[src/rtl/mmio_pkg.sv]
// Shared constants for the MMIO port responder: default window base and the
// register map, used by the processor top-level decode and software headers.
package mmio_pkg;

  localparam logic [31:0] MMIO_BASE_ADDR = 32'h1001_0040;

  localparam logic [1:0] OFF_PORT_OUT = 2'd0;
  localparam logic [1:0] OFF_PORT_IN  = 2'd1;
  localparam logic [1:0] OFF_STATUS   = 2'd2;
  localparam logic [1:0] OFF_CAPTURE  = 2'd3;

  localparam int CHG_BIT = 0;

endpackage

[src/rtl/bit_synchronizer.sv]
// Parameterized-width two-flop synchronizer for asynchronous input pins.
module bit_synchronizer #(
  parameter int WIDTH = 8
) (
  input  logic             clk,
  input  logic             rst_n,
  input  logic [WIDTH-1:0] d_i,
  output logic [WIDTH-1:0] q_o
);

  logic [WIDTH-1:0] meta_q;
  logic [WIDTH-1:0] sync_q;

  always_ff @(posedge clk or negedge rst_n) begin
    if (!rst_n) begin
      meta_q <= '0;
      sync_q <= '0;
    end else begin
      meta_q <= d_i;
      sync_q <= meta_q;
    end
  end

  assign q_o = sync_q;

endmodule

[src/rtl/mmio_port_responder.sv]
// Single-cycle MMIO responder: PORT_OUT register, synchronized PORT_IN view,
// sticky input-change flag (W1C) and the input value captured at the last change.
module mmio_port_responder
  import mmio_pkg::*;
#(
  parameter logic [31:0] BASE_ADDR = MMIO_BASE_ADDR,
  parameter int          IN_WIDTH  = 8
) (
  input  logic                clk,
  input  logic                reset,
  input  logic [31:0]         Address,
  input  logic [31:0]         WriteData,
  input  logic                MemWrite,
  input  logic                MemRead,
  input  logic [IN_WIDTH-1:0] PortIn,
  output logic [31:0]         ReadData,
  output logic                io_hit,
  output logic [31:0]         PortOut
);

  logic [31:0]         port_out_q, port_out_d;
  logic [IN_WIDTH-1:0] in_prev_q,  in_prev_d;
  logic                chg_q,      chg_d;
  logic [IN_WIDTH-1:0] capture_q,  capture_d;

  logic [IN_WIDTH-1:0] in_sync;
  logic [1:0]          reg_sel;
  logic                wr_en;
  logic                chg_det;
  logic [31:0]         in_sync_ext;
  logic [31:0]         capture_ext;
  logic [31:0]         rd_sel;

  bit_synchronizer #(
    .WIDTH (IN_WIDTH)
  ) u_sync (
    .clk   (clk),
    .rst_n (reset),
    .d_i   (PortIn),
    .q_o   (in_sync)
  );

  // Unaligned addresses inside the window are deliberately not hits.
  assign io_hit  = (Address[31:4] == BASE_ADDR[31:4]) && (Address[1:0] == 2'b00);
  assign reg_sel = Address[3:2];
  assign wr_en   = MemWrite && io_hit;
  assign chg_det = (in_sync != in_prev_q);

  always_comb begin
    in_sync_ext                 = '0;
    capture_ext                 = '0;
    in_sync_ext[IN_WIDTH-1:0]   = in_sync;
    capture_ext[IN_WIDTH-1:0]   = capture_q;
  end

  always_comb begin
    port_out_d = port_out_q;
    chg_d      = chg_q;
    capture_d  = capture_q;
    in_prev_d  = in_sync;

    if (wr_en && (reg_sel == OFF_PORT_OUT)) begin
      port_out_d = WriteData;
    end
    if (wr_en && (reg_sel == OFF_STATUS) && WriteData[CHG_BIT]) begin
      chg_d = 1'b0;
    end
    // A change on the same edge as a W1C clear keeps the flag set.
    if (chg_det) begin
      chg_d     = 1'b1;
      capture_d = in_sync;
    end
  end

  always_ff @(posedge clk or negedge reset) begin
    if (!reset) begin
      port_out_q <= '0;
      in_prev_q  <= '0;
      chg_q      <= 1'b0;
      capture_q  <= '0;
    end else begin
      port_out_q <= port_out_d;
      in_prev_q  <= in_prev_d;
      chg_q      <= chg_d;
      capture_q  <= capture_d;
    end
  end

  always_comb begin
    rd_sel = '0;
    case (reg_sel)
      OFF_PORT_OUT: rd_sel = port_out_q;
      OFF_PORT_IN:  rd_sel = in_sync_ext;
      OFF_STATUS:   rd_sel[CHG_BIT] = chg_q;
      OFF_CAPTURE:  rd_sel = capture_ext;
      default:      rd_sel = '0;
    endcase
    ReadData = (MemRead && io_hit) ? rd_sel : 32'h0;
  end

  assign PortOut = port_out_q;

endmodule

[config.mk]
export PLATFORM = sky130hd
export DESIGN_NAME = mmio_port_responder
export DESIGN_NICKNAME = d
export VERILOG_FILES = /design/src/rtl/mmio_pkg.sv /design/src/rtl/bit_synchronizer.sv /design/src/rtl/mmio_port_responder.sv
export SDC_FILE = /design/constraint.sdc
export NUM_CORES = 1
export LEC_CHECK = 0
export BUFFER_PORTS_ARGS = -buffer_cell sky130_fd_sc_hd__clkbuf_2
export CORE_UTILIZATION = 41
export CTS_CLUSTER_DIAMETER = 100
export DETAILED_ROUTE_END_ITERATION = 8
export PLACE_DENSITY = 0.73
export SLEW_MARGIN = 15
export SYNTH_ARGS = -nofsm -noshare
export SYNTH_HDL_FRONTEND = slang
export SYNTH_SLANG_ARGS = --single-unit
[constraint.sdc]
create_clock -name clk -period 3 [get_ports clk]
set_clock_uncertainty 0.2 [all_clocks]
set_input_delay 0.6 -clock clk [delete_from_list [all_inputs] [get_ports clk]]
set_output_delay 0.6 -clock clk [all_outputs]
set_load 0.01 [all_outputs]
Word level (Yosys, flattened, before mapping)
Cells that the tools add are included.
Cells by class
  add/sub/neg operators: 0
  multiply operators: 0
  divide/modulo/power cells: 0
  $lt $le $gt $ge: 0
  equal/unequal tests: 5
  shift operators: 0
  multiplexer cells: 5
  bitwise gates (word level): 0
  reduce and logical (&&, ||, !) cells: 9
Operators by type and width (count)
  $pmux W31 S3: 1
  $mux W32: 1
  $eq A28 B25 Y1 const B: 1
  $ne A8 B8 Y1: 1
  $logic_and A1 B1 Y1: 6
  $eq A2 B2 Y1 const B: 2
  $logic_not A2 Y1: 2
  $pmux W1 S4: 1
  $eq A2 B1 Y1 const B: 1
  $mux W1: 2
  $reduce_bool A2 Y1: 1
Storage, ports and cells
  flip-flop bits (word level): 65
  latch bits: 0
  RAM bits: 0
  ROM bits: 0
  input port bits: 76
  output and inout port bits: 65
  logic and storage cells: 25
  memories: 0

Logic depth before layout (Yosys ltp)
  depth after elaboration: 7
  mapped depth: 6
  depth with buffers taken out: 4

Modules after synthesis
A second synthesis with hierarchy kept.
Unflattened totals
  cell total of the unflattened synthesis: 200
  area total of the unflattened synthesis: 2745.1 µm²
By module, submodules not included
  mmio_port_responder: times used 1, cells an instance 184, area an instance 2344.7 µm², sequential area each 1226.2 µm²
  bit_synchronizer: times used 1, cells an instance 16, area an instance 400.4 µm², sequential area each 400.4 µm²

Least setup slack after synthesis
No wires, ideal clock.
  path type: input to output
  start: input port Address[31]
  end: output port ReadData[11]
  arrival: 1943 ps
  required time: 2200 ps
  path slack: 257 ps
  stages on the path: 5
  buffers on the path: 1
  path through: nor4b_1 > nand4_1 > nor4_2 > clkbuf_1 > and2_1
Between the ends
  cells in the longest elaborated chain, start to end: 4
Ends and longest elaborated chain
  from (decl): RTL line mmio_port_responder.sv:11  | input logic [31:0] Address,
  $eq A28 B25 Y1: RTL line mmio_port_responder.sv:44  | assign io_hit = (Address[31:4] == BASE_ADDR[31:4]) && (Address[1:0] == 2'b00);
  $logic_and A1 B1 Y1: RTL line mmio_port_responder.sv:44
  $logic_and A1 B1 Y1: RTL line mmio_port_responder.sv:98  | ReadData = (MemRead && io_hit) ? rd_sel : 32'h0;
  $mux W32: RTL line mmio_port_responder.sv:98
  to (decl): RTL line mmio_port_responder.sv:16  | output logic [31:0] ReadData,
No other way between the ends.

Worst setup path in the final report
  start: input port Address[20]
  end: output port ReadData[18]
Same word-level chain as after synthesis.

==> results.sh <==
export IMPL_final_area_sq_mm=0.003807
export IMPL_htree_levels=3
export IMPL_synth_edf_count=0
export IMPL_ys_types=25
export IMPL_n_antenna_cell=0
export IMPL_yosysSeqAreaShare_pct=59.01
export IMPL_fin_nets=427
export IMPL_grt_pass1_wl_mm=9.942
export IMPL_outcome="finished, violations left"
export IMPL_start_util_pct=42.92
export IMPL_violations="design-rule violations"
export IMPL_num_fill_cells=521
export IMPL_ys_ff_latch=65
export IMPL_hold_path_class="primary input to async pin"
export IMPL_grt_util_all_layers_pct=18.32
export IMPL_vias=2118
export IMPL_synth_top_flop_cell="dfrtp_1"
export IMPL_ios=141
export IMPL_path_class="primary input to primary output"
export IMPL_multi_input_area_sq_mm=0.001077
export IMPL_area_growth_pct=38.13
export IMPL_synth_nets=277
export IMPL_vdd_drop_max_uv=340.5
export IMPL_post_drt_wl_per_cell_microns=13.75
export IMPL_most_common_layout_cells="139 x clkbuf_2, 65 x dfrtp_1, 32 x and2_1"
export IMPL_cap_violations=0
export IMPL_antenna_found_initial=0
export IMPL_cts_buffers=9
export IMPL_clockBufferDepth=2
export IMPL_mostFrequentLayoutCell="clkbuf_2"
export IMPL_ys_warn_count=0
export IMPL_final_util_pct=59.28
export IMPL_std_cell_rows=29
export IMPL_arrival_ns=2.09
export IMPL_worstPathRequired_ns=2.20
export IMPL_fin_ws_ns=0.1146
export IMPL_drive_gt1_share_pct=50.99
export IMPL_startpoint_type="primary input"
export IMPL_relSlewSlack_pct=51.32
export IMPL_die_area_sq_mm=0.007055
export IMPL_syn_area_per_cell_sq_um=13.71
export IMPL_postCtsSetupRepairBufs=0
export IMPL_reg2reg_to="capture_q[4]$_DFFE_PN0P_"
export IMPL_gp_congestion=0.7159
export IMPL_postSynthCellCount=201
export IMPL_endpoint_kind="primary output"
export IMPL_finalCritPeriodShare_pct=96.18
export IMPL_grt_max_degree=35
export IMPL_drt_pass1_iter_count=6
export IMPL_rsz0062_at_grt="no"
export IMPL_antenna_left=0
export IMPL_cts_tree="yes"
export IMPL_grt_pass1_vias=2150
export IMPL_powerDensity_mw_per_mm2=471.3
export IMPL_p_leak_nw=2.068
export IMPL_viasPerCell=4.903
export IMPL_rr_startpoint="u_sync.q_o[5]$_DFF_PN0_"
export IMPL_rr_worst_depth=4
export IMPL_io_buffers=140
export IMPL_setup_viol=0
export IMPL_dieWidth_microns=84.00
export IMPL_root_buffer="clkbuf_8"
export IMPL_clk_pin_slew_ns=0.06
export IMPL_holdWs_ns=0.1261
export IMPL_max_freq_mhz=346.6
export IMPL_period_minus_slack_ns=2.885
export IMPL_finalHoldViolCount=0
export IMPL_synthArstFlopShare_pct=100.0
export IMPL_pre_cts_ws_ns=0.1115
export IMPL_cp_endpoint="ReadData[18]"
export IMPL_grt_ovfl_total=0
export IMPL_coreArea_sq_mm=0.006422
export IMPL_hold_buffers=0
export IMPL_first_iter_violations=83
export IMPL_cp_max_fo=24
export IMPL_drc=21
export IMPL_tns_ns=0
export IMPL_fp_dieH_microns=84.00
export IMPL_placed_area_sq_mm=0.003581
export IMPL_cts_sinks=65
export IMPL_netlist_area_sq_mm=0.002756
export IMPL_routed_wl_mm=5.939
export IMPL_area_sequential_sq_mm=0.001627
export IMPL_clock_latency_ns=0.33
export IMPL_drv_slew=0
export IMPL_worst_pin_slew_ns=0.7302
export IMPL_cp_startpoint="Address[20]"
export IMPL_dpl_hpwl_mm=4.461
export IMPL_r2r_setup_slack_ns=1.14
-- timing repair --
action                                 in CTS  in global routing
resized for setup                           0                  2
setup endpoints to repair                   0                 14
endpoints found under the hold margin       0                  0
-- cell type report --
type	instances	share of cell area (%)
Clock inverter	2	0.9201
Tap cell	77	2.530
Clock buffer	13	4.699
Inverter	2	0.1972
Multi-Input combinational cell	125	28.29
Sequential cell	65	42.72
Timing Repair Buffer	148	20.64
-- registers in the layout, indices dropped and copies added, names as in the netlist --
register / flops
chg_q: 1
u_sync.meta_q: 8
capture_q: 8
u_sync.q_o: 8
in_prev_q: 8
PortOut: 32
-- how the worst min path moves through the flow --
stage	end	start	slack [ns]
5_1_grt	u_sync.q_o[5]$_DFF_PN0_	u_sync.meta_q[5]$_DFF_PN0_	0.15
2_1_floorplan	PortOut[0]$_DFFE_PN0P_	reset	0.10
6_report	u_sync.q_o[5]$_DFF_PN0_	reset	0.13
3_5_place_dp	u_sync.q_o[1]$_DFF_PN0_	u_sync.meta_q[1]$_DFF_PN0_	0.14
4_1_cts	u_sync.q_o[5]$_DFF_PN0_	reset	0.13
3_3_place_gp	u_sync.q_o[2]$_DFF_PN0_	u_sync.meta_q[2]$_DFF_PN0_	0.13
-- metrics by stage --
step / total power [mW] / std cells
2_1_floorplan: 0.9601 / 201
3_3_place_gp: 1.037 / 417
3_5_place_dp: 1.041 / 417
4_1_cts: 1.820 / 432
5_1_grt: 1.880 / 432
6_report: 1.794 / 432
-- cells by family (layout without fill, tap and decap cells) --
family / after synthesis / in the layout / share of synthesized area, %
mux: 48 / 48 / 19.70
flops: 65 / 65 / 59.01
buf+inv: 11 / 165 / 2.360
xor+xnor: 8 / 8 / 2.542
compound gates: 8 / 8 / 1.543
simple gates: 61 / 61 / 14.84
-- synthesized netlist by cell type, types with 2 or more instances --
library cell	n	share of area (%)
and2_1	32	7.3
buf_6	3	1.2
clkbuf_1	4	0.54
dfrtp_1	65	59
inv_1	2	0.27
mux2_1	30	12
mux2_2	10	4.1
mux2i_1	7	2.5
nand3_1	8	1.5
nand4_1	4	0.91
nor2_1	2	0.27
nor3_1	2	0.36
nor4_1	5	1.1
nor4_2	2	0.91
nor4b_2	2	1.1
o21ai_0	7	1.3
xor2_1	8	2.5
-- routing by layer --
metal / track usage [%] / part of all wire, % / vias up
li1: - / - / 998
met1: 21.52 / 42 / 1008
met2: 31.37 / 48 / 106
met3: 5.045 / 8.6 / 6
met4: 7.994 / 1.3 / 0
met5: 0 / 0 / -
-- report_power, final --
part           switching [mW]  leakage (nW)  internal (mW)  total, mW
clock                   0.303         0.112          0.469      0.771
combinational          0.0522          1.13         0.0589      0.111
sequential             0.0133         0.829          0.899      0.912
-- critical path, cell delays in order --
cell and delay [ns]:
clkbuf_2 0.08, nor4_1 0.38, nand4_1 0.19, nor4_2 0.28, buf_4 0.27, and2_1 0.15, clkbuf_2 0.13
Power figures use the tool's default switching activity.
